### src/rtl/pwm_capture_if.sv
// Bundle of pwm_capture control inputs and measurement outputs.
// The master side drives enable/pwm_in and observes the results.
// The slave side is the capture block itself.
interface pwm_capture_if #(
  parameter int CNT_W = 16
);
  logic             enable;
  logic             pwm_in;
  logic [CNT_W-1:0] high_cnt;
  logic [CNT_W-1:0] low_cnt;
  logic [CNT_W:0]   period;
  logic             valid;
  logic             timeout;
  logic             stuck_lvl;
  logic             busy;

  modport master (
    output enable, pwm_in,
    input  high_cnt, low_cnt, period, valid, timeout, stuck_lvl, busy
  );

  modport slave (
    input  enable, pwm_in,
    output high_cnt, low_cnt, period, valid, timeout, stuck_lvl, busy
  );
endinterface

### src/rtl/pwm_capture.sv
// PWM capture: synchronises an asynchronous PWM input and measures the
// number of clk cycles spent high and low in each complete period.
// A period is closed by the rising edge that starts the next one; the
// results are published with a single-cycle valid pulse.
module pwm_capture #(
  parameter int CNT_W       = 16,
  parameter int SYNC_STAGES = 2
) (
  input  logic           clk,
  input  logic           reset,
  pwm_capture_if.slave   bus
);

  typedef enum logic [1:0] {
    IDLE = 2'd0,
    ARM  = 2'd1,
    HIGH = 2'd2,
    LOW  = 2'd3
  } state_t;

  localparam logic [CNT_W-1:0] CNT_MAX = '1;

  state_t                 state;
  logic [SYNC_STAGES-1:0] sync;
  logic                   s;
  logic                   s_d;
  logic                   rise;
  logic                   fall;
  logic [CNT_W-1:0]       hc;
  logic [CNT_W-1:0]       lc;
  logic [CNT_W-1:0]       high_q;
  logic [CNT_W-1:0]       low_q;
  logic [CNT_W:0]         period_q;
  logic                   valid_q;
  logic                   timeout_q;
  logic                   stuck_q;

  assign s    = sync[SYNC_STAGES-1];
  assign rise = s & ~s_d;
  assign fall = ~s & s_d;

  // Synchroniser chain plus one extra delayed copy for edge detection.
  // Runs regardless of enable so edges are meaningful right after arming.
  always_ff @(posedge clk or posedge reset) begin
    if (reset) begin
      sync <= '0;
      s_d  <= 1'b0;
    end else begin
      sync <= {sync[SYNC_STAGES-2:0], bus.pwm_in};
      s_d  <= s;
    end
  end

  // Measurement FSM: phase counters, result latching and timeout detection.
  // enable low overrides every state and wipes the published results.
  always_ff @(posedge clk or posedge reset) begin
    if (reset) begin
      state     <= IDLE;
      hc        <= '0;
      lc        <= '0;
      high_q    <= '0;
      low_q     <= '0;
      period_q  <= '0;
      valid_q   <= 1'b0;
      timeout_q <= 1'b0;
      stuck_q   <= 1'b0;
    end else begin
      valid_q   <= 1'b0;
      timeout_q <= 1'b0;
      if (!bus.enable) begin
        state    <= IDLE;
        hc       <= '0;
        lc       <= '0;
        high_q   <= '0;
        low_q    <= '0;
        period_q <= '0;
      end else begin
        case (state)
          IDLE: begin
            hc    <= '0;
            lc    <= '0;
            state <= ARM;
          end
          // A waveform already high when arming is skipped: only a fresh
          // rising edge starts a measurable period.
          ARM: begin
            if (rise) begin
              state <= HIGH;
              hc    <= {{(CNT_W-1){1'b0}}, 1'b1};
              lc    <= '0;
            end
          end
          // An edge in the saturation cycle takes priority over timeout.
          HIGH: begin
            if (fall) begin
              state <= LOW;
              lc    <= {{(CNT_W-1){1'b0}}, 1'b1};
            end else if (hc == CNT_MAX) begin
              timeout_q <= 1'b1;
              stuck_q   <= s;
              state     <= ARM;
              hc        <= '0;
              lc        <= '0;
            end else begin
              hc <= hc + 1'b1;
            end
          end
          LOW: begin
            if (rise) begin
              high_q   <= hc;
              low_q    <= lc;
              period_q <= {1'b0, hc} + {1'b0, lc};
              valid_q  <= 1'b1;
              state    <= HIGH;
              hc       <= {{(CNT_W-1){1'b0}}, 1'b1};
            end else if (lc == CNT_MAX) begin
              timeout_q <= 1'b1;
              stuck_q   <= s;
              state     <= ARM;
              hc        <= '0;
              lc        <= '0;
            end else begin
              lc <= lc + 1'b1;
            end
          end
          default: state <= IDLE;
        endcase
      end
    end
  end

  assign bus.high_cnt  = high_q;
  assign bus.low_cnt   = low_q;
  assign bus.period    = period_q;
  assign bus.valid     = valid_q;
  assign bus.timeout   = timeout_q;
  assign bus.stuck_lvl = stuck_q;
  assign bus.busy      = (state == HIGH) | (state == LOW);

endmodule

### src/flat_wrapper.sv
// flat-port wrapper written by rule: the top's interface ports become plain ports
module pwm_capture_flat 
#(
  parameter int CNT_W       = 16,
  parameter int SYNC_STAGES = 2
)
  (clk, reset, bus_enable, bus_pwm_in, bus_high_cnt, bus_low_cnt, bus_period, bus_valid, bus_timeout, bus_stuck_lvl, bus_busy);
  pwm_capture_if #(.CNT_W(CNT_W)) bus_i ();
  input  logic clk;
  input  logic reset;
  input wire logic [$bits(bus_i.enable)-1:0] bus_enable;
  input wire logic [$bits(bus_i.pwm_in)-1:0] bus_pwm_in;
  output wire logic [$bits(bus_i.high_cnt)-1:0] bus_high_cnt;
  output wire logic [$bits(bus_i.low_cnt)-1:0] bus_low_cnt;
  output wire logic [$bits(bus_i.period)-1:0] bus_period;
  output wire logic [$bits(bus_i.valid)-1:0] bus_valid;
  output wire logic [$bits(bus_i.timeout)-1:0] bus_timeout;
  output wire logic [$bits(bus_i.stuck_lvl)-1:0] bus_stuck_lvl;
  output wire logic [$bits(bus_i.busy)-1:0] bus_busy;
  assign bus_i.enable = bus_enable;
  assign bus_i.pwm_in = bus_pwm_in;
  assign bus_high_cnt = bus_i.high_cnt;
  assign bus_low_cnt = bus_i.low_cnt;
  assign bus_period = bus_i.period;
  assign bus_valid = bus_i.valid;
  assign bus_timeout = bus_i.timeout;
  assign bus_stuck_lvl = bus_i.stuck_lvl;
  assign bus_busy = bus_i.busy;
  pwm_capture #(.CNT_W(CNT_W), .SYNC_STAGES(SYNC_STAGES)) u_core (.clk(clk), .reset(reset), .bus(bus_i));
endmodule
### config.mk
export PLATFORM = sky130hd
export DESIGN_NAME = pwm_capture_flat
export DESIGN_NICKNAME = d
export VERILOG_FILES = /design/src/rtl/pwm_capture_if.sv /design/src/rtl/pwm_capture.sv /design/src/flat_wrapper.sv
export SDC_FILE = /design/constraint.sdc
export NUM_CORES = 1
export LEC_CHECK = 0
export CAP_MARGIN = 20
export CORE_MARGIN = 2
export CORE_UTILIZATION = 30
export CTS_BUF_LIST = sky130_fd_sc_hd__clkbuf_8 sky130_fd_sc_hd__clkbuf_16
export DETAILED_ROUTE_END_ITERATION = 10
export PLACE_DENSITY = 0.58
export SYNTH_ARGS = -nofsm -noshare
export SYNTH_HDL_FRONTEND = slang
export SYNTH_SLANG_ARGS = --single-unit
### constraint.sdc
create_clock -name clk -period 7 [get_ports clk]
set_input_delay 1.4 -clock clk [delete_from_list [all_inputs] [get_ports clk]]
set_output_delay 1.4 -clock clk [all_outputs]
set_load 0.005 [all_outputs]
==> metrics.txt <==
status=finished clean; # rows=44; initial antenna violation count=0; # diodes=0; # setup viols final=0; Worst-Margin Slew=0.906 ns; final non-filler cell total=~700; Mapped Cells=460; Leak=about 0.0024 µW; HP Class=flop to flop; sequential element share of the synthesized area=between 40% and 50%; combinational family with the most area after synthesis=compound AO/OA/AOI/OAI gates; compound-cell area share of the yosys netlist=21.2%; xor and xnor area share after synthesis=around 3.9%; most used cell, CP=and3_1; PostCTS Resize Cnt=0; Buf/Inv on CP=3; Clock Path Buffers=2; average wire per standard cell=16.3 µm; worst stage delay on the critical path=roughly 0.64 ns; Worst Path Required=between 7 and 8 ns; number of global-route vias before repair=between 3,000 and 4,000; Hold-fix buffers, CTS=0; commonest cells after routing, fill and taps aside=89 x dfrtp_1, 59 x o21ai_0, 56 x clkdlybuf4s50_1; #FFs+latches synth=89; clock-pin slew on the worst setup and hold paths=around 0.060 ns; ys flop type=dfrtp_1; largest net degree at the start of global routing=90; Layout area overhead=23.5%; initial core utilization=30.9%; Worst setup SP type=primary input; Fin. Hold Viols=0; hold path startpoint=u_core.sync[0]; CP top delay family=buffers and inverters; syn avg cell area=around 9.8 µm²; clock skew=approximately 0.009 ns; core area=between 0.01 and 0.015 mm²; fin util=38.2%; Vert. Die Dim=between 100 and 150 µm; r2r setup slk=approximately 4.2 ns; Via Count=about 3,700; clk_lat worst skew=between 0.3 and 0.4 ns; post-route clock period utilization=between 50% and 60%; GPL Wtd Cong=roughly 0.91; CTS tree=yes; Post-CTS Setup Inserts=0; simple-gate share of the synthesized area=about 17%; Max Transition Viols Final=0; Max-slew headroom=between 30 and 40%; FF+latch area=approximately 0.0022 mm²; WL final=approximately 11 mm; worst-path cell chain=clkdlybuf4s50_1, and3_1, nand2_1, clkinv_1, buf_16, and3_1, mux2i_1, nand2b_1; Final ANT Viol Nets=0; fmax=around 0.27 GHz; Critical Path Sink Type=flop; Adder-Cell Fraction of Synth Area=approximately 5.4%; HPWL after DPL=around 8 mm; first-pass GRT wire length=around 19 mm; Crit Path Category=primary input to flop; Synth Warn #=0; EDFF count, synth=0; share of cells above drive strength 1=between 5 and 6%; maxcap violations=0; Final #Nets=approximately 540; Async S/R FF share, synth=100%; CP startpoint=bus_enable; RSZ-0062 raised after global routing=no; ports placed on the boundary=57; Period minus WS final=3.69 ns; pre-CTS WS=2.56 ns; Sink Count=89; Remaining Overflow, GRT=0; cell total after placement=684; worst vdd ir=around 0.12 mV; Iter 0 DRT Violations=252; Yosys cell types=slightly above 50; die area=approximately 0.016 mm²; Filler Cell Count=between 1,000 and 1,500; mux contribution to synthesized area=less than 1%; drt drc=0; commonest non-fill, non-tap cell in the layout=dfrtp_1; crit path max fanout=21; total negative slack=0 ns; synthesized area=roughly 0.0045 mm²; setup ws final=about 3.3 ns; Root Buffer=clkbuf_16; PD cells=between 150 and 200 mW/mm²; CTS Buf Count=9; Via density=about 5.3; H-Tree Depth=3; Die X=between 100 and 150 µm; footprint of the multi-input gates=about 0.0022 mm²; Pre-antenna DRT Iters=5; CP arrival=between 3 and 4 ns; I/O Buffers=56; CP max stage cell=clkinv_1; reg-to-reg startpoint=u_core.hc[0]; Syn Nets=~480; Total Routing Usage GR=around 15%
==> cell families after synthesis <==
logic type | Yosys count
AO/OA/AOI/OAI | 146
adder cells (fa/ha/maj) | 19
multiplexers | 3
AND/OR/NAND/NOR | 152
flip-flops | 89
buffers and inverters | 31
XOR/XNOR | 20
==> flip-flops by register name (all words and copies together), names as in the netlist <==
signal	cells
u_core.bus.period	17
u_core.hc	16
u_core.bus.stuck_lvl	1
u_core.bus.timeout	1
u_core.bus.high_cnt	16
u_core.bus.low_cnt	16
u_core.state	2
u_core.lc	16
u_core.bus.valid	1
u_core.s_d	1
u_core.sync	2
==> final timing paths <==
kind / cells past startpoint / endpoint
max: 8 / u_core.bus.period[14]
min: 0 / u_core.sync[1]
max reg2reg: 6 / u_core.lc[5]
min reg2reg: 0 / u_core.sync[1]
max in group asynchronous: 4 / u_core.bus.high_cnt[5]
min in group asynchronous: 3 / u_core.bus.low_cnt[12]
==> cell usage after synthesis (3+ instances only) <==
| library cell | n | share of area, % |
|---|---|---|
| a21o_1 | 7 | 1.2 |
| nor2_1 | 32 | 2.7 |
| nand4_1 | 11 | 1.5 |
| dfrtp_1 | 89 | 49 |
| nor3_1 | 8 | 0.89 |
| inv_1 | 10 | 0.83 |
| nand3_1 | 20 | 2.2 |
| nand2b_1 | 5 | 0.69 |
| nor2b_1 | 7 | 0.97 |
| a22o_1 | 33 | 6.4 |
| a31oi_1 | 4 | 0.55 |
| nand2_1 | 42 | 3.5 |
| and3_1 | 7 | 0.97 |
| xor2_1 | 13 | 2.5 |
| o31ai_1 | 6 | 1.0 |
| buf_2 | 3 | 0.33 |
| ha_1 | 18 | 5.0 |
| xnor2_1 | 7 | 1.4 |
| a21oi_1 | 21 | 2.3 |
| o21ai_0 | 59 | 6.5 |
| clkbuf_1 | 14 | 1.2 |
| or3_1 | 6 | 0.83 |
==> worst register-to-register path: stages (launching register included) <==
cell     delay [ns]
dfrtp_1        0.50
ha_1           0.28
nand4_1        0.29
o31ai_4        0.82
nand2_2        0.28
or3_1          0.42
a21oi_1        0.15
==> stage by stage <==
step | instance area, µm² | hold WS, ns | total power (µW)
2_1_floorplan | 4510 | 0.331 | 558
4_1_cts | 5520 | 0.355 | 1020
3_3_place_gp | 5260 | 0.333 | 573
6_report | 5570 | 0.352 | 1010
3_5_place_dp | 5260 | 0.340 | 574
5_1_grt | 5570 | 0.364 | 1050
==> metal layers <==
layer,global-route usage (%),up-vias,wire length (µm)
met5,0,-,0
met3,2.99,17,499
li1,-,1791,-
met1,20.1,1813,5360
met4,6.59,0,257
met2,22.3,90,5300
==> report_power, final <==
part | total [µW] | switching (µW) | internal [µW]
logic | 42.3 | 30.7 | 11.6
registers | 523 | 5.66 | 517
clock network | 441 | 196 | 244
total | 1010 | 233 | 773
==> final cells by class <==
type                    count  share of cell area (%)
clock buffers              10                    4.29
clock inverters             5                   0.427
inverters                  11                   0.764
multi-input cells         340                    39.0
flip-flops and latches     89                    40.0
well taps                 184                    4.13
repair buffers             62                    11.5
Note: power is estimated with default switching activity, not from simulation.
